==> config.mk <==
export PLATFORM = sky130hd
export DESIGN_NAME = rfid_frame_parser
export DESIGN_NICKNAME = d
export VERILOG_FILES = /design/src/rtl/rfid_pkg.sv /design/src/rtl/ascii_hex_nibble.sv /design/src/rtl/rfid_frame_parser.sv
export SDC_FILE = /design/constraint.sdc
export NUM_CORES = 1
export LEC_CHECK = 0
export CAP_MARGIN = 20
export CORE_ASPECT_RATIO = 2
export CORE_MARGIN = 4
export CORE_UTILIZATION = 54
export DETAILED_ROUTE_END_ITERATION = 6
export GPL_TIMING_DRIVEN = 1
export PLACE_DENSITY = 0.86
export SLEW_MARGIN = 20
export SYNTH_ARGS = -nofsm -noshare
export SYNTH_HDL_FRONTEND = slang
export SYNTH_SLANG_ARGS = --single-unit
==> constraint.sdc <==
create_clock -name i_Clock -period 12.7 [get_ports i_Clock]
set_clock_uncertainty 0.15 [all_clocks]
set_input_delay 3.175 -clock i_Clock [delete_from_list [all_inputs] [get_ports i_Clock]]
set_output_delay 3.175 -clock i_Clock [all_outputs]
set_load 0.03 [all_outputs]
==> src/rtl/rfid_pkg.sv <==
// Shared constants and types for the RDM6300-style RFID frame parser.
package rfid_pkg;

    localparam logic [7:0] RFID_STX         = 8'h02;
    localparam logic [7:0] RFID_ETX         = 8'h03;
    localparam int         RFID_DATA_CHARS  = 10;
    localparam int         RFID_CKSUM_CHARS = 2;

    typedef enum logic [1:0] {
        ST_IDLE  = 2'd0,
        ST_DATA  = 2'd1,
        ST_CKSUM = 2'd2,
        ST_ETX   = 2'd3
    } rfid_state_e;

    typedef enum logic [1:0] {
        BAD_HEX = 2'd0,
        CKSUM   = 2'd1,
        NO_ETX  = 2'd2,
        TIMEOUT = 2'd3
    } rfid_err_e;

endpackage

==> src/rtl/ascii_hex_nibble.sv <==
// ASCII hex character decoder: '0'-'9', 'A'-'F', 'a'-'f' -> 4-bit value.
module ascii_hex_nibble (
    input  logic [7:0] ascii,
    output logic [3:0] nibble,
    output logic       valid
);

    // Digits carry their value in the low nibble; letters A-F/a-f are low nibble + 9.
    always_comb begin
        nibble = 4'd0;
        valid  = 1'b0;
        if (ascii >= 8'h30 && ascii <= 8'h39) begin
            nibble = ascii[3:0];
            valid  = 1'b1;
        end else if ((ascii >= 8'h41 && ascii <= 8'h46) ||
                     (ascii >= 8'h61 && ascii <= 8'h66)) begin
            nibble = ascii[3:0] + 4'd9;
            valid  = 1'b1;
        end
    end

endmodule

==> src/rtl/rfid_frame_parser.sv <==
// RDM6300 frame parser: STX, 10 hex data chars, 2 hex checksum chars, ETX.
//
// state    | meaning
// ---------+-----------------------------------------------------
// ST_IDLE  | waiting for STX, all other bytes ignored
// ST_DATA  | collecting 10 hex chars, XOR-ing each completed byte
// ST_CKSUM | collecting 2 hex chars of the received checksum
// ST_ETX   | expecting ETX, then compare checksums
module rfid_frame_parser #(
    parameter int TIMEOUT_CLKS = 7020
) (
    input  logic        i_Clock,
    input  logic        i_Reset,
    input  logic        i_Rx_DV,
    input  logic [7:0]  i_Rx_Byte,
    output logic        o_Tag_DV,
    output logic [39:0] o_Tag_ID,
    output logic        o_Frame_Err,
    output logic [1:0]  o_Err_Code,
    output logic        o_Busy
);
    import rfid_pkg::*;

    localparam int             TW       = (TIMEOUT_CLKS > 2) ? $clog2(TIMEOUT_CLKS) : 1;
    // The timer counts idle clocks; the clock that would take it to TIMEOUT_CLKS-1 is the expiry.
    localparam logic [TW-1:0]  TMR_LAST = TW'(TIMEOUT_CLKS - 2);

    rfid_state_e   state, state_n;
    logic [3:0]    cnt, cnt_n;
    logic [39:0]   data_sr, data_n;
    logic [7:0]    run_xor, xor_n;
    logic [7:0]    rx_ck, ck_n;
    logic [TW-1:0] tmr, tmr_n;
    logic          tag_dv, tag_dv_n;
    logic [39:0]   tag_id, id_n;
    logic          frame_err, err_n;
    rfid_err_e     err_code, code_n;

    logic [3:0]    nib;
    logic          nib_ok;

    ascii_hex_nibble u_hex (
        .ascii  (i_Rx_Byte),
        .nibble (nib),
        .valid  (nib_ok)
    );

    // State, accumulators and registered strobes.
    always_ff @(posedge i_Clock or posedge i_Reset) begin
        if (i_Reset) begin
            state     <= ST_IDLE;
            cnt       <= '0;
            data_sr   <= '0;
            run_xor   <= '0;
            rx_ck     <= '0;
            tmr       <= '0;
            tag_dv    <= 1'b0;
            tag_id    <= '0;
            frame_err <= 1'b0;
            err_code  <= BAD_HEX;
        end else begin
            state     <= state_n;
            cnt       <= cnt_n;
            data_sr   <= data_n;
            run_xor   <= xor_n;
            rx_ck     <= ck_n;
            tmr       <= tmr_n;
            tag_dv    <= tag_dv_n;
            tag_id    <= id_n;
            frame_err <= err_n;
            err_code  <= code_n;
        end
    end

    // Next-state, accumulator updates and strobe generation.
    always_comb begin
        state_n  = state;
        cnt_n    = cnt;
        data_n   = data_sr;
        xor_n    = run_xor;
        ck_n     = rx_ck;
        tmr_n    = (state != ST_IDLE) ? tmr + 1'b1 : '0;
        tag_dv_n = 1'b0;
        id_n     = tag_id;
        err_n    = 1'b0;
        code_n   = err_code;

        if (i_Rx_DV) begin
            tmr_n = '0;
            if (i_Rx_Byte == RFID_STX) begin
                // A fresh STX always starts a frame; mid-frame it also aborts the old one.
                if (state != ST_IDLE) begin
                    err_n  = 1'b1;
                    code_n = NO_ETX;
                end
                state_n = ST_DATA;
                cnt_n   = '0;
                data_n  = '0;
                xor_n   = '0;
                ck_n    = '0;
            end else begin
                case (state)
                    ST_DATA: begin
                        if (nib_ok) begin
                            data_n = {data_sr[35:0], nib};
                            if (cnt[0])
                                xor_n = run_xor ^ {data_sr[3:0], nib};
                            if (cnt == 4'(RFID_DATA_CHARS - 1)) begin
                                cnt_n   = '0;
                                state_n = ST_CKSUM;
                            end else begin
                                cnt_n = cnt + 4'd1;
                            end
                        end else begin
                            err_n   = 1'b1;
                            code_n  = BAD_HEX;
                            state_n = ST_IDLE;
                        end
                    end
                    ST_CKSUM: begin
                        if (nib_ok) begin
                            ck_n = {rx_ck[3:0], nib};
                            if (cnt == 4'(RFID_CKSUM_CHARS - 1)) begin
                                cnt_n   = '0;
                                state_n = ST_ETX;
                            end else begin
                                cnt_n = cnt + 4'd1;
                            end
                        end else begin
                            err_n   = 1'b1;
                            code_n  = BAD_HEX;
                            state_n = ST_IDLE;
                        end
                    end
                    ST_ETX: begin
                        state_n = ST_IDLE;
                        if (i_Rx_Byte == RFID_ETX && rx_ck == run_xor) begin
                            tag_dv_n = 1'b1;
                            id_n     = data_sr;
                        end else begin
                            err_n  = 1'b1;
                            code_n = (i_Rx_Byte == RFID_ETX) ? CKSUM : NO_ETX;
                        end
                    end
                    default: ;
                endcase
            end
        end else if (state != ST_IDLE && tmr == TMR_LAST) begin
            err_n   = 1'b1;
            code_n  = TIMEOUT;
            state_n = ST_IDLE;
            tmr_n   = '0;
        end
    end

    assign o_Tag_DV    = tag_dv;
    assign o_Tag_ID    = tag_id;
    assign o_Frame_Err = frame_err;
    assign o_Err_Code  = err_code;
    assign o_Busy      = (state != ST_IDLE);

endmodule

==> impl_metrics.tcl <==
set metrics [dict create \
    final_net_count 575 \
    synth_warnings 0 \
    p_leak_nw 3.35 \
    yosys.area.top_type "dfrtp_1" \
    startpoint_type "input pin" \
    postSynthNetCount 515 \
    worstSetupPathType "in2reg" \
    syn_inst 492 \
    post_cts_resized 0 \
    drtAntennaViolNets 0 \
    synthAdderAreaFrac 0.0269 \
    wl_per_cell_um 17.4 \
    synthFlopType "dfrtp_1" \
    ys_types 61 \
    async_flop_share 1.00 \
    peakVddDrop_mv 0.0941 \
    grt_overflow 0 \
    drc_errors 0 \
    met3_usage 0.0544 \
    fp.dieW_um 79.9 \
    ctsRootBufferMaster "clkbuf_16" \
    clk_pin_slew_ps 50 \
    grt_max_degree 67 \
    min_path_type "reg2reg" \
    cp-end-kind "flop" \
    max_freq_mhz 176 \
    worst_pin_slew_ps 827 \
    mappedNetlistArea_sq_um 5580 \
    synth_compound_area_frac 0.0731 \
    place.port_buffers 55 \
    synth.most_common_cell "dfrtp_1" \
    period_minus_slack_ps 5670 \
    drive_above_1_share 0.0798 \
    wirelength_um 12200 \
    hold_ws_ps 330 \
    synth.area.top_cells "dfrtp_1 53%, mux2_1 8.3%, mux2i_1 7.5%" \
    timing.rr.start "state[0]$_DFFE_PP0P_" \
    setup_viol 0 \
    grt_pass1_vias 4261 \
    setup_tns_ps 0 \
    post-route-period-util 0.447 \
    hold_end "o_Tag_ID[29]$_DFFE_PP0P_" \
    relSlewSlack 0.449 \
    avgSynthCellArea_sq_um 11.3 \
    dp_hpwl_um 8400 \
    synth_top_family_by_area "multiplexers" \
    tritoncts "built" \
    hold_depth 1 \
    powerDensity_nw_per_um2 131 \
    vias 3960 \
    grtUsageTotal 0.221 \
    synthXorXnorAreaFrac 0.0330 \
    arrival_ps 5800 \
    die_h_um 152 \
    synth_edf_count 0 \
    r2r_end "state[0]$_DFFE_PP0P_" \
    worstPathRequired_ps 12830 \
    routed_via_density 5.67 \
    clockBufferDepth 2 \
    ys_top_cells_by_count "119 x dfrtp_1, 56 x nand2_1, 52 x inv_1, 42 x mux2i_1, 41 x mux2_1" \
    htree_num_levels 4 \
    postCtsHoldBufs 0 \
    die_area_sq_um 12100 \
    clock_latency_ps 400 \
    grt.busiest_layer "met2" \
    rsz0062_at_grt "false" \
    synthSimpleGateAreaFrac 0.124 \
    drv_slew 0 \
    first_pass_iters 5 \
    core_area_sq_um 10100 \
    cts_buffers 17 \
    num_antenna_cells 0 \
    postCtsSetupBuffers 0 \
    synth.area.mux_share 0.158 \
    drt-initial-drc-count 289 \
    ff2ff_path_depth 7 \
    initial_core_util 0.553 \
    status "complete, no violations" \
    rows 52 \
    area_delta_synth_final_pct 22.1 \
    critPathMaxFanout 38 \
    synth_top_area_share 0.534 \
    globalRouteMet1Util 0.228 \
    gp_congestion 0.867 \
    ys_ff_latch 119 \
    antenna_found_initial 0 \
    grt_pass1_wl_um 20600 \
    hold_viol_final 0 \
    use_met2 0.399 \
    min-delay-start "o_Tag_ID[29]$_DFFE_PP0P_" \
    r2r_slack_ps 10190 \
    fill_cells 755 \
    ys_seq_area_frac 0.534 \
    cap_violations 0 \
    cts.sinks 119 \
    pin_count 56 \
]
-- metrics by stage --
step	setup WS, ps	cell area [sq um]	total power [W]	utilization	std cells
2_1_floorplan	6220	5580	0.000432	-	492
3_3_place_gp	6720	6260	0.000449	0.620	668
3_5_place_dp	6630	6260	0.000452	0.620	668
4_1_cts	7040	6810	0.000902	0.676	699
5_1_grt	6900	6810	0.000928	0.676	699
6_report	7030	6810	0.000896	0.676	699
-- cells in the final DEF (no fill, tap or decap), types with 3 or more instances in the layout --
cell type,Yosys,final
a21oi_1,5,5
a22o_1,8,8
buf_4,1,4
clkbuf_1,7,3
clkbuf_16,0,17
clkdlybuf4s50_1,0,55
clkinv_2,0,6
dfrtp_1,119,119
ha_1,12,12
inv_1,52,51
mux2_1,41,41
mux2i_1,42,42
nand2_1,56,56
nand2b_1,3,3
nand3_1,9,9
nand4_1,6,6
nor2_1,24,24
nor2b_1,3,3
nor3_1,4,4
o211ai_1,7,7
o21ai_0,4,4
o21ai_1,3,3
or4_1,6,6
xnor2_1,15,15
xor2_1,6,6
-- how the worst max path moves through the flow --
stage	to	slack (ps)	startpoint	depth (start not counted)
6_report	data_sr[1]$_DFFE_PP0P_	7030	i_Rx_Byte[0]	9
5_1_grt	data_sr[1]$_DFFE_PP0P_	6900	i_Rx_Byte[0]	9
4_1_cts	data_sr[1]$_DFFE_PP0P_	7040	i_Rx_Byte[0]	9
3_5_place_dp	data_sr[1]$_DFFE_PP0P_	6630	i_Rx_Byte[0]	9
3_3_place_gp	data_sr[1]$_DFFE_PP0P_	6720	i_Rx_Byte[0]	9
2_1_floorplan	cnt[0]$_DFFE_PP0P_	6220	i_Reset	1
-- cell families after synthesis --
family / Yosys count
compound gates: 54
xor+xnor: 21
fa+ha+maj: 12
buf+inv: 70
flops: 119
mux: 83
simple gates: 133
-- final cells by class --
type                    instances  area (sq um)  share of cell area
repair buffers                 59           581              0.0852
clock inverters                10           105              0.0154
well taps                     135           169              0.0248
clock buffers                  21           450              0.0661
flip-flops and latches        119          2980               0.437
inverters                      52           198              0.0290
multi-input cells             303          2330               0.342
-- registers in the layout, indices dropped and copies added (netlist names) --
signal       cells
rx_ck            8
run_xor          8
state            2
o_Frame_Err      1
o_Err_Code       2
data_sr         40
tmr             13
o_Tag_ID        40
o_Tag_DV         1
cnt              4
-- metal layers --
layer | vias to the layer above | part of all wire
li1 | 1808 | -
met1 | 1972 | 0.35
met2 | 131 | 0.57
met3 | 49 | 0.039
met4 | 0 | 0.046
met5 | - | 0
-- worst max-delay path, stage by stage --
cell             delay, ps
clkdlybuf4s50_1        570
inv_1                  120
ha_1                   220
or3b_1                 200
and4_4                 280
o21ai_2                 90
a21oi_4                200
buf_4                  530
mux2_1                 380
-- report_power, final --
part | switching [W] | internal [W]
combinational | 0.0000319 | 0.0000179
sequential | 0.00000838 | 0.000388
clock | 0.000160 | 0.000290
total | 0.000200 | 0.000696
(Power assumes the default switching activity.)
